===== config.mk =====
export PLATFORM = sky130hd
export DESIGN_NAME = uart_tx_engine
export DESIGN_NICKNAME = d
export VERILOG_FILES = /design/src/rtl/uart_pkg.sv /design/src/rtl/uart_baud_tick.sv /design/src/rtl/uart_tx_engine.sv
export SDC_FILE = /design/constraint.sdc
export NUM_CORES = 1
export LEC_CHECK = 0
export BUFFER_PORTS_ARGS = -buffer_cell sky130_fd_sc_hd__buf_2
export CAP_MARGIN = 40
export CORE_MARGIN = 3
export CORE_UTILIZATION = 50
export CTS_CLUSTER_SIZE = 16
export DETAILED_ROUTE_END_ITERATION = 10
export PLACE_DENSITY = 0.8
export SETUP_SLACK_MARGIN = 0.02
export SYNTH_ARGS = -nofsm -noshare
export SYNTH_HDL_FRONTEND = slang
export SYNTH_SLANG_ARGS = --single-unit

===== constraint.sdc =====
create_clock -name clk -period 2.5 [get_ports clk]
set_input_delay 0.5 -clock clk [delete_from_list [all_inputs] [get_ports clk]]
set_output_delay 0.5 -clock clk [all_outputs]
set_load 0.02 [all_outputs]

===== src/rtl/uart_pkg.sv =====
// Shared UART definitions for TX and RX: data width, default baud divisor, FSM state encoding.
package uart_pkg;

  localparam int unsigned UART_DATA_BITS            = 8;
  localparam int unsigned UART_CLKS_PER_BIT_DEFAULT = 868;

  typedef enum logic [2:0] {
    ST_IDLE   = 3'd0,
    ST_START  = 3'd1,
    ST_DATA   = 3'd2,
    ST_PARITY = 3'd3,
    ST_STOP   = 3'd4
  } uart_state_e;

endpackage


===== src/rtl/uart_baud_tick.sv =====
// Bit-period timer: counts 0..CLKS_PER_BIT-1 and flags the terminal count; sync clear restarts it.
module uart_baud_tick
  import uart_pkg::*;
#(
  parameter int unsigned CLKS_PER_BIT = UART_CLKS_PER_BIT_DEFAULT
) (
  input  logic clk,
  input  logic rst,
  input  logic clear_i,
  output logic tick_o
);

  localparam int unsigned       CNT_W = $clog2(CLKS_PER_BIT);
  localparam logic [CNT_W-1:0]  TERM  = CNT_W'(CLKS_PER_BIT - 1);

  logic [CNT_W-1:0] cnt_q;
  logic [CNT_W-1:0] cnt_d;

  assign tick_o = (cnt_q == TERM);

  always_comb begin
    cnt_d = cnt_q + CNT_W'(1);
    if (clear_i || tick_o) begin
      cnt_d = '0;
    end
  end

  always_ff @(posedge clk or posedge rst) begin
    if (rst) begin
      cnt_q <= '0;
    end else begin
      cnt_q <= cnt_d;
    end
  end

endmodule


===== src/rtl/uart_tx_engine.sv =====
// UART transmitter: 8N1 framing, LSB first. Define UART_TX_PARITY_EN to add an even-parity bit.
module uart_tx_engine
  import uart_pkg::*;
#(
  parameter int unsigned CLKS_PER_BIT = UART_CLKS_PER_BIT_DEFAULT
) (
  input  logic       clk,
  input  logic       rst,
  input  logic       i_tx_start,
  input  logic [7:0] i_tx,
  output logic       o_tx_start_clear,
  output logic       o_tx_busy,
  output logic       o_txd
);

  localparam logic [2:0] LAST_IDX = 3'(UART_DATA_BITS - 1);

  uart_state_e                state_q, state_d;
  logic [UART_DATA_BITS-1:0]  shift_q, shift_d;
  logic [2:0]                 idx_q, idx_d;
  logic                       txd_q, txd_d;
  logic                       busy_q, busy_d;
  logic                       clr_q, clr_d;
  logic                       tick;
  logic                       state_change;
`ifdef UART_TX_PARITY_EN
  logic                       parity_q, parity_d;
`endif

  assign state_change = (state_d != state_q);

  uart_baud_tick #(
    .CLKS_PER_BIT(CLKS_PER_BIT)
  ) u_baud (
    .clk     (clk),
    .rst     (rst),
    .clear_i (state_change),
    .tick_o  (tick)
  );

  always_comb begin
    state_d  = state_q;
    shift_d  = shift_q;
    idx_d    = idx_q;
    clr_d    = 1'b0;
`ifdef UART_TX_PARITY_EN
    parity_d = parity_q;
`endif
    case (state_q)
      ST_IDLE: begin
        if (i_tx_start) begin
          shift_d  = i_tx;
          idx_d    = '0;
          clr_d    = 1'b1;
          state_d  = ST_START;
`ifdef UART_TX_PARITY_EN
          parity_d = ^i_tx;
`endif
        end
      end
      ST_START: begin
        if (tick) state_d = ST_DATA;
      end
      ST_DATA: begin
        if (tick) begin
          shift_d = shift_q >> 1;
          if (idx_q == LAST_IDX) begin
`ifdef UART_TX_PARITY_EN
            state_d = ST_PARITY;
`else
            state_d = ST_STOP;
`endif
          end else begin
            idx_d = idx_q + 3'd1;
          end
        end
      end
`ifdef UART_TX_PARITY_EN
      ST_PARITY: begin
        if (tick) state_d = ST_STOP;
      end
`endif
      ST_STOP: begin
        if (tick) state_d = ST_IDLE;
      end
      default: state_d = ST_IDLE;
    endcase

    // Line level is decoded from the next state so txd/busy come straight from flops.
    busy_d = (state_d != ST_IDLE);
    case (state_d)
      ST_START:  txd_d = 1'b0;
      ST_DATA:   txd_d = shift_d[0];
`ifdef UART_TX_PARITY_EN
      ST_PARITY: txd_d = parity_d;
`endif
      default:   txd_d = 1'b1;
    endcase
  end

  always_ff @(posedge clk or posedge rst) begin
    if (rst) begin
      state_q  <= ST_IDLE;
      shift_q  <= '0;
      idx_q    <= '0;
      txd_q    <= 1'b1;
      busy_q   <= 1'b0;
      clr_q    <= 1'b0;
`ifdef UART_TX_PARITY_EN
      parity_q <= 1'b0;
`endif
    end else begin
      state_q  <= state_d;
      shift_q  <= shift_d;
      idx_q    <= idx_d;
      txd_q    <= txd_d;
      busy_q   <= busy_d;
      clr_q    <= clr_d;
`ifdef UART_TX_PARITY_EN
      parity_q <= parity_d;
`endif
    end
  end

  assign o_txd            = txd_q;
  assign o_tx_busy        = busy_q;
  assign o_tx_start_clear = clr_q;

endmodule


==> impl_metrics.env, run 1 <==
export IMPL_nets=151
export IMPL_worst_pin_slew_ns=0.6273
export IMPL_dieArea_sq_um=3396
export IMPL_gp_congestion=0.8699
export IMPL_slew_viol_final=0
export IMPL_worstSetupPathType="flop to flop"
export IMPL_root_buffer="clkbuf_4"
export IMPL_syn_inst=122
export IMPL_synth_seq_cells=27
export IMPL_ant_nets=0
export IMPL_initial_core_util_pct=53.69
export IMPL_yosys_top_cells_area="dfrtp_1, a22o_1, a21o_1"
export IMPL_fmax_mhz=487.2
export IMPL_core_sq_um=2545
export IMPL_ys_async_sr_fraction_pct=100.0
export IMPL_ctsResizeCount=0
export IMPL_end_kind="flop"
export IMPL_min_path_type="input port to async pin"
export IMPL_yosysTopAreaCell="dfrtp_1"
export IMPL_clk_insertion_delay_late_ns=0.32
export IMPL_skew_ns=0.006812
export IMPL_hold_viol=0
export IMPL_crit_fanout=5
export IMPL_num_vias=966
export IMPL_ys_seq_area_share_pct=49.54
export IMPL_clock_sinks=27
export IMPL_setup_worst_path_start_class="flop"
export IMPL_fin_setup_tns_ns=0
export IMPL_diodes=0
export IMPL_track_usage_pct=16.18
export IMPL_yosys_area_top_type_share_pct=47.62
export IMPL_drcViolationCount=0
export IMPL_r2r_end="idx_q[0]"
export IMPL_htreeDepth=1
export IMPL_hpwl_um=1737
export IMPL_synth_edff_count=0
export IMPL_clockBufferDepth=2
export IMPL_die_w_um=58.28
export IMPL_boundaryPins=14
export IMPL_r2r_start="u_baud.cnt_q[0]"
export IMPL_layout_commonest_cell="dfrtp_1"
export IMPL_setup_viol=0
export IMPL_wl_um=2391
export IMPL_r2r_cells=5
export IMPL_fillers=212
export IMPL_clk_pin_slew_ns=0.15
export IMPL_p_per_area_nw_per_um2=444.6
export IMPL_synth_fp_nets=136
export IMPL_grt_max_degree=28
export IMPL_worstPathRequired_ns=2.78
export IMPL_ys_warnings_count=0
export IMPL_critPathArrivalTime_ns=2.33
export IMPL_dr_pass1_iters=5
export IMPL_mostFrequentLayoutCells="dfrtp_1, buf_2, nor2_1"
export IMPL_numCtsBuffers=3
export IMPL_dieHeight_um=58.28
export IMPL_maxCapViolations=0
export IMPL_rsz0062_at_grt="false"
export IMPL_grt_overflow_total=0
export IMPL_period_share_pct=82.11
export IMPL_antenna_found_initial=0
export IMPL_outcome="finished, final reports clean"
export IMPL_syn_area_sq_um=1366
export IMPL_irDropWorstVdd_uv=323.1
export IMPL_wire_per_inst_um=14.40
export IMPL_drive_above_1_share_pct=21.32
export IMPL_ff2ff_setup_slack_ns=0.45
export IMPL_cts_tree="done"
export IMPL_ctsHoldBuffers=0
export IMPL_startpoint="u_baud.cnt_q[0]"
export IMPL_io_buffers=13
export IMPL_finish_utilization_pct=58.21
export IMPL_drt_initial_drc_count=28
export IMPL_cts_setup_buffers=0
export IMPL_grt_pass1_vias=951
export IMPL_crit_end="idx_q[0]"
export IMPL_syn_to_final_growth_pct=8.425
export IMPL_synth_avg_cell_area_sq_um=11.20
export IMPL_ys_flop_type="dfrtp_1"
export IMPL_max_slew_margin_pct=57.87
export IMPL_vias_per_cell=5.819
export IMPL_period_needed_ns=2.053
export IMPL_synthDistinctLibCells=41
export IMPL_rows=18
export IMPL_p_leak_nw=0.7147
export IMPL_grt_first_pass_wirelength_um=4222
[cells in the mapped netlist, types with 2 or more instances]
library cell,instances
a21oi_1,4
xnor2_1,2
and3_1,2
dfrtp_1,26
or3b_4,2
xor2_1,6
nor2b_1,5
a21o_1,7
nand3_1,5
buf_2,3
nor2_1,12
inv_1,6
nand2_1,6
a22o_1,7
ha_1,3
[where the power goes]
| group | leakage [nW] | switching (W) | internal [W] | total [W] |
|---|---|---|---|---|
| combinational | 0.367 | 0.0000122 | 0.0000110 | 0.0000231 |
| clock | 0.0177 | 0.000129 | 0.0000600 | 0.000189 |
| sequential | 0.330 | 0.00000343 | 0.000443 | 0.000447 |
[how the worst min path moves through the flow]
stage	endpoint	from
after floorplan	u_baud.cnt_q[0]	u_baud.cnt_q[0]
after global placement	shift_q[3]	shift_q[3]
after detailed placement	shift_q[2]	shift_q[2]
after CTS	shift_q[6]	rst
after global routing	shift_q[6]	rst
final	shift_q[5]	rst
[critical path, stage by stage (launching register included)]
cell and delay [ns]:
dfrtp_1 0.41, ha_1 0.21, or3b_4 0.43, or3_1 0.45, a2111oi_4 0.39, a21o_1 0.11
[layout make-up]
cell class	instances	area, sq um	share of cell area, %
inverter	6	22.52	1.520
timing repair buffer	15	80.08	5.405
clock buffer	3	22.52	1.520
multi-input combinational	84	636.9	42.99
tap	30	37.54	2.534
clock inverter	1	5.005	0.3378
sequential	27	676.9	45.69
[per-stage QoR]
step / total power [W] / area, sq um / hold slack, ns / cells / setup WS [ns]
2_1_floorplan: 0.0004662 / 1366 / 0.4479 / 122 / 0.6065
3_3_place_gp: 0.0004782 / 1454 / 0.4627 / 162 / 0.5281
3_5_place_dp: 0.0004794 / 1454 / 0.4699 / 162 / 0.4858
4_1_cts: 0.0006701 / 1481 / 0.2011 / 166 / 0.4568
5_1_grt: 0.0006872 / 1481 / 0.2123 / 166 / 0.3182
6_report: 0.0006586 / 1481 / 0.1937 / 166 / 0.4474
[sequential cells by signal, indices dropped and copies added, names as in the netlist]
name              count
idx_q                 3
u_baud.cnt_q         10
o_txd                 1
o_tx_start_clear      1
o_tx_busy             1
shift_q               8
state_q               3
[kinds of logic (layout without fill, tap and decap cells)]
group,after synthesis,count (layout),synth area share [%]
AO/OA/AOI/OAI,29,29,17.86
XOR/XNOR,8,8,5.128
adder cells (fa/ha/maj),3,3,2.748
buffers and inverters,11,25,3.845
flip-flops,27,27,49.54
multiplexers,1,1,0.7326
AND/OR/NAND/NOR,43,43,20.15
[layer usage]
metal  track usage [%]  vias to the layer above  routed length, um  share of wire (%)
li1                  -                      463                  -                  -
met1             22.09                      474               1095                 46
met2             25.04                       25               1155                 48
met3             2.227                        4                100                4.2
met4             8.278                        0                 40                1.7
met5                 0                        -                  0                  0
Power figures use the tool's default switching activity.
==> run 2: changes to the inputs <==
--- a/config.mk
+++ b/config.mk
@@ -11,7 +11,7 @@
 export CORE_UTILIZATION = 50
 export CTS_CLUSTER_SIZE = 16
 export DETAILED_ROUTE_END_ITERATION = 10
-export PLACE_DENSITY = 0.8
+export PLACE_DENSITY = 0.83
 export SETUP_SLACK_MARGIN = 0.02
 export SYNTH_ARGS = -nofsm -noshare
 export SYNTH_HDL_FRONTEND = slang
==> constraint.sdc (replaced) <==
create_clock -name clk -period 1.83 [get_ports clk]
set_input_delay 0.366 -clock clk [delete_from_list [all_inputs] [get_ports clk]]
set_output_delay 0.366 -clock clk [all_outputs]
set_load 0.02 [all_outputs]
==> impl_metrics.env, run 2 (same netlist as run 1, synthesis figures left out) <==
export IMPL_outcome="finished with violations"
export IMPL_violations="setup timing"
export IMPL_layout_commonest_cell="dfrtp_1"
export IMPL_combPwrFrac_pct=3.6
export IMPL_die_w_um=58.28
export IMPL_num_vias=1051
export IMPL_numCtsBuffers=3
export IMPL_clk_pin_slew_ns=0.15
export IMPL_regMostFlops="u_baud.cnt_q"
export IMPL_critPathArrivalTime_ns=2.14
export IMPL_p_leak_nw=0.8098
export IMPL_dr_pass1_iters=4
export IMPL_min_path_type="input port to async pin"
export IMPL_rsz0062_at_grt="true"
export IMPL_drive_above_1_share_pct=31.58
export IMPL_p_per_area_nw_per_um2=547.5
export IMPL_diodes=0
export IMPL_gp_congestion=0.8494
export IMPL_htreeDepth=1
export IMPL_vias_per_cell=5.775
export IMPL_antenna_found_initial=0
export IMPL_fillers=182
export IMPL_drt_initial_drc_count=16
export IMPL_setup_viol=1
export IMPL_hold_viol=0
export IMPL_syn_to_final_growth_pct=21.70
export IMPL_largest_register_ffs=10
export IMPL_fmax_mhz=542.3
export IMPL_fin_ws_ns=-0.01392
export IMPL_ctsHoldBuffers=0
export IMPL_hpwl_um=1934
export IMPL_slew_viol_final=0
export IMPL_cts_tree="done"
export IMPL_grt_first_pass_wirelength_um=5009
export IMPL_track_usage_pct=19.58
export IMPL_irDropWorstVdd_uv=606.3
export IMPL_wl_um=2934
export IMPL_mostFrequentLayoutCells="dfrtp_1, buf_4, buf_2"
export IMPL_p_int_w=0.0007066
export IMPL_period_needed_ns=1.844
export IMPL_dieArea_sq_um=3396
export IMPL_top_regs="u_baud.cnt_q: 10 flops, shift_q: 8 flops"
export IMPL_power_switching_w=0.0002037
export IMPL_ant_nets=0
export IMPL_worst_pin_slew_ns=0.3546
export IMPL_grt_pass1_vias=1113
export IMPL_drcViolationCount=0
export IMPL_grt_overflow_total=0
export IMPL_nets=167
export IMPL_skew_ns=0.01233
export IMPL_crit_fanout=5
export IMPL_worstSetupPathType="flop to flop"
export IMPL_seq_power_share_pct=67.2
export IMPL_clockBufferDepth=2
export IMPL_initial_core_util_pct=53.69
export IMPL_root_buffer="clkbuf_4"
export IMPL_finish_utilization_pct=65.34
export IMPL_setup_worst_path_start_class="flop"
export IMPL_rows=18
export IMPL_wire_per_inst_um=16.12
export IMPL_core_sq_um=2545
export IMPL_dieHeight_um=58.28
export IMPL_worstPathRequired_ns=2.12
export IMPL_boundaryPins=14
export IMPL_maxCapViolations=0
export IMPL_max_slew_margin_pct=76.30
export IMPL_clk_insertion_delay_late_ns=0.34
export IMPL_clock_sinks=27
export IMPL_io_buffers=13
export IMPL_clkPwrFrac_pct=29.3
export IMPL_end_kind="flop"
export IMPL_period_share_pct=100.8
export IMPL_grt_max_degree=28
export IMPL_dp_worst_setup_slack_ns=-0.07818
export IMPL_p_sw_share_pct=22.38
## run 2: worst paths after layout
| path | start | endpoint | slack [ns] | cells past startpoint |
|---|---|---|---|---|
| worst max-delay path | u_baud.cnt_q[0] | idx_q[0] | -0.01 | 5 |
| worst min-delay path | rst | state_q[1] | 0.05 | 3 |
| worst max register to register | u_baud.cnt_q[0] | idx_q[0] | -0.01 | 5 |
| worst min register to register | shift_q[2] | shift_q[2] | 0.50 | 1 |
| max in group asynchronous | rst | o_txd | 1.48 | 3 |
| min in group clk | i_tx[7] | shift_q[7] | 0.25 | 2 |
## run 2: worst max-delay path, cell delays in order, from the launching register on
cell       delay [ns]
dfrtp_1          0.39
ha_2             0.19
or3b_4           0.39
or3_4            0.39
a2111oi_4        0.30
a21o_1           0.13
## run 2: layer usage
metal	vias up	share of wire (%)	track usage [%]
li1	497	-	-
met1	518	43	22.48
met2	27	51	34.93
met3	9	3.4	1.559
met4	0	2.8	11.92
met5	-	0	0
## run 2: power by group through the flow
stage | registers (W) | logic [W] | clock network (W)
floorplan | 0.000620 | 0.0000167 | 0
global placement | 0.000621 | 0.0000314 | 0
detailed placement | 0.000622 | 0.0000327 | 0
CTS | 0.000611 | 0.0000330 | 0.000266
global route | 0.000613 | 0.0000378 | 0.000297
finish | 0.000611 | 0.0000325 | 0.000267
## run 2: through the flow
step                hold WS [ns]  area [sq um]  cells  setup TNS (ns)   power, W
detailed placement        0.4356          1531    172         -0.4163  0.0006545
finish                   0.04848          1663    182        -0.01392  0.0009103
floorplan                 0.4180          1369    122        -0.04661  0.0006369
global placement          0.4294          1531    172               0  0.0006528
CTS                      0.06205          1605    179        -0.03322  0.0009099
global route             0.07948          1663    182         -0.2755  0.0009477
## run 2: area by class of cell
cell class,instances,area (sq um),area share (%)
Clock buffer,4,26.28,1.580
Inverter,6,22.52,1.354
Multi-Input combinational cell,84,688.2,41.38
Sequential cell,27,676.9,40.71
Tap cell,30,37.54,2.257
Timing Repair Buffer,31,211.5,12.72
## run 2: repair_timing
item	CTS	global route
buffers inserted	3	3
gates resized for setup	5	5
pin swaps	6	6
gates cloned	0	0
endpoints found under the setup margin	22	23
==> run 3: changes to the inputs <==
--- a/config.mk
+++ b/config.mk
@@ -9,6 +9,7 @@
 export CAP_MARGIN = 40
 export CORE_MARGIN = 3
 export CORE_UTILIZATION = 50
+export CTS_BUF_LIST = sky130_fd_sc_hd__clkbuf_16
 export CTS_CLUSTER_SIZE = 16
 export DETAILED_ROUTE_END_ITERATION = 10
 export PLACE_DENSITY = 0.83
==> impl_metrics.env, run 3 (same netlist as run 1, synthesis figures left out) <==
export IMPL_track_usage_pct=19.58
export IMPL_whs_ns=0.1487
export IMPL_wl_um=2868
export IMPL_drcViolationCount=0
export IMPL_grt_overflow_total=0
export IMPL_grt_first_pass_wirelength_um=5050
export IMPL_dieArea_sq_um=3396
export IMPL_nets=163
export IMPL_crit_fanout=5
export IMPL_crit_path_max_incr_delay_ns=0.40
export IMPL_layout_commonest_cell="dfrtp_1"
export IMPL_drive_above_1_share_pct=31.08
export IMPL_skew_ns=0.002584
export IMPL_numCtsBuffers=3
export IMPL_grt_max_degree=28
export IMPL_power_switching_w=0.0002233
export IMPL_initial_core_util_pct=53.69
export IMPL_p_int_w=0.0009135
export IMPL_dr_pass1_iters=4
export IMPL_io_buffers=13
export IMPL_antenna_found_initial=0
export IMPL_slowest_stage="or3_4"
export IMPL_irDropWorstVdd_uv=541.3
export IMPL_setup_worst_path_start_class="flop"
export IMPL_rsz0062_at_grt="true"
export IMPL_worstPathRequired_ns=2.03
export IMPL_p_per_area_nw_per_um2=676.0
export IMPL_syn_to_final_growth_pct=23.08
export IMPL_vias_per_cell=5.921
export IMPL_clkPwrFrac_pct=43.4
export IMPL_slew_viol_final=0
export IMPL_setup_viol=0
export IMPL_critPathArrivalTime_ns=2.03
export IMPL_grt_pass1_vias=1098
export IMPL_hpwl_um=1934
export IMPL_regMostFlops="u_baud.cnt_q"
export IMPL_htreeDepth=1
export IMPL_clockBufferDepth=2
export IMPL_ctsHoldBuffers=0
export IMPL_gp_congestion=0.8494
export IMPL_path_cells="ha_2, or3b_4, or3_4, a2111oi_4, a21o_1"
export IMPL_maxCapViolations=0
export IMPL_drt_initial_drc_count=32
export IMPL_top_regs="u_baud.cnt_q: 10 flops, shift_q: 8 flops"
export IMPL_period_share_pct=99.58
export IMPL_boundaryPins=14
export IMPL_worstSetupPathType="flop to flop"
export IMPL_end_kind="flop"
export IMPL_rows=18
export IMPL_mostFrequentLayoutCells="dfrtp_1, buf_2, nor2_1"
export IMPL_cts_tree="done"
export IMPL_hold_viol=0
export IMPL_p_leak_nw=0.8074
export IMPL_period_needed_ns=1.822
export IMPL_combPwrFrac_pct=2.9
export IMPL_core_sq_um=2545
export IMPL_dieHeight_um=58.28
export IMPL_ant_nets=0
export IMPL_worst_pin_slew_ns=0.4113
export IMPL_largest_register_ffs=10
export IMPL_clk_insertion_delay_late_ns=0.26
export IMPL_num_vias=1054
export IMPL_clk_pin_slew_ns=0.07
export IMPL_root_buffer="clkbuf_16"
export IMPL_clock_sinks=27
export IMPL_min_path_type="input port to async pin"
export IMPL_wire_per_inst_um=16.11
export IMPL_critPathTopFamily="simple AND/OR/NAND/NOR gates"
export IMPL_die_w_um=58.28
export IMPL_fillers=182
export IMPL_max_slew_margin_pct=72.35
export IMPL_finalPower_w=0.001137
export IMPL_seq_power_share_pct=53.7
export IMPL_p_sw_share_pct=19.64
export IMPL_diodes=0
export IMPL_outcome="finished, final reports clean"
export IMPL_fmax_mhz=548.8
export IMPL_worst_path_buf_inv=0
## run 3: final cells by class
| class | count | area (sq um) | share of cell area, % |
|---|---|---|---|
| clock buffers | 3 | 75.07 | 4.464 |
| clock inverters | 1 | 3.754 | 0.2232 |
| inverters | 6 | 22.52 | 1.339 |
| multi-input cells | 84 | 684.4 | 40.70 |
| flip-flops and latches | 27 | 676.9 | 40.25 |
| well taps | 30 | 37.54 | 2.232 |
| repair buffers | 27 | 181.4 | 10.79 |
## run 3: worst reg2reg max path: stages (launching register included)
cell and delay (ns):
dfrtp_1 0.37, ha_2 0.19, or3b_4 0.39, or3_4 0.40, a2111oi_4 0.31, a21o_1 0.12
## run 3: worst paths after layout
check | from | to | slack [ns] | cells after the start
worst max-delay path | u_baud.cnt_q[0] | idx_q[0] | 0.008 | 5
worst min-delay path | rst | u_baud.cnt_q[3] | 0.15 | 3
worst max register to register | u_baud.cnt_q[0] | idx_q[0] | 0.008 | 5
worst min register to register | shift_q[2] | shift_q[2] | 0.48 | 1
max in group asynchronous | rst | o_txd | 1.39 | 3
min in group clk | i_tx[7] | shift_q[7] | 0.34 | 2
## run 3: repair_timing
action,4_1_cts,5_1_grt
buffers inserted,2,0
pin swaps,6,5
gates resized for setup,7,3
endpoints found under the setup margin,20,14
## run 3: through the flow
| stage | std cells | instance area [sq um] | worst slack (ns) | TNS (ns) | utilization, % |
|---|---|---|---|---|---|
| 2_1_floorplan | 122 | 1369 | -0.04661 | -0.04661 | - |
| 6_report | 178 | 1682 | 0.007696 | 0 | 66.08 |
| 3_3_place_gp | 172 | 1531 | 0.02598 | 0 | 60.18 |
| 4_1_cts | 178 | 1665 | -0.01173 | -0.01173 | 65.44 |
| 3_5_place_dp | 172 | 1531 | -0.07818 | -0.4163 | 60.18 |
| 5_1_grt | 178 | 1682 | -0.04038 | -0.2187 | 66.08 |
## run 3: power by group through the flow
stage	Combinational [W]	Clock (W)	Sequential (W)
floorplan	0.0000167	0	0.000620
global placement	0.0000314	0	0.000621
detailed placement	0.0000327	0	0.000622
CTS	0.0000333	0.000494	0.000611
global route	0.0000384	0.000522	0.000612
finish	0.0000330	0.000493	0.000611
## run 3: metal layers
metal / global-route usage (%) / share of wire, %
met1: 23.92 / 41
met2: 33.81 / 52
met3: 2.895 / 4.0
met4: 8.940 / 2.6
met5: 0 / 0
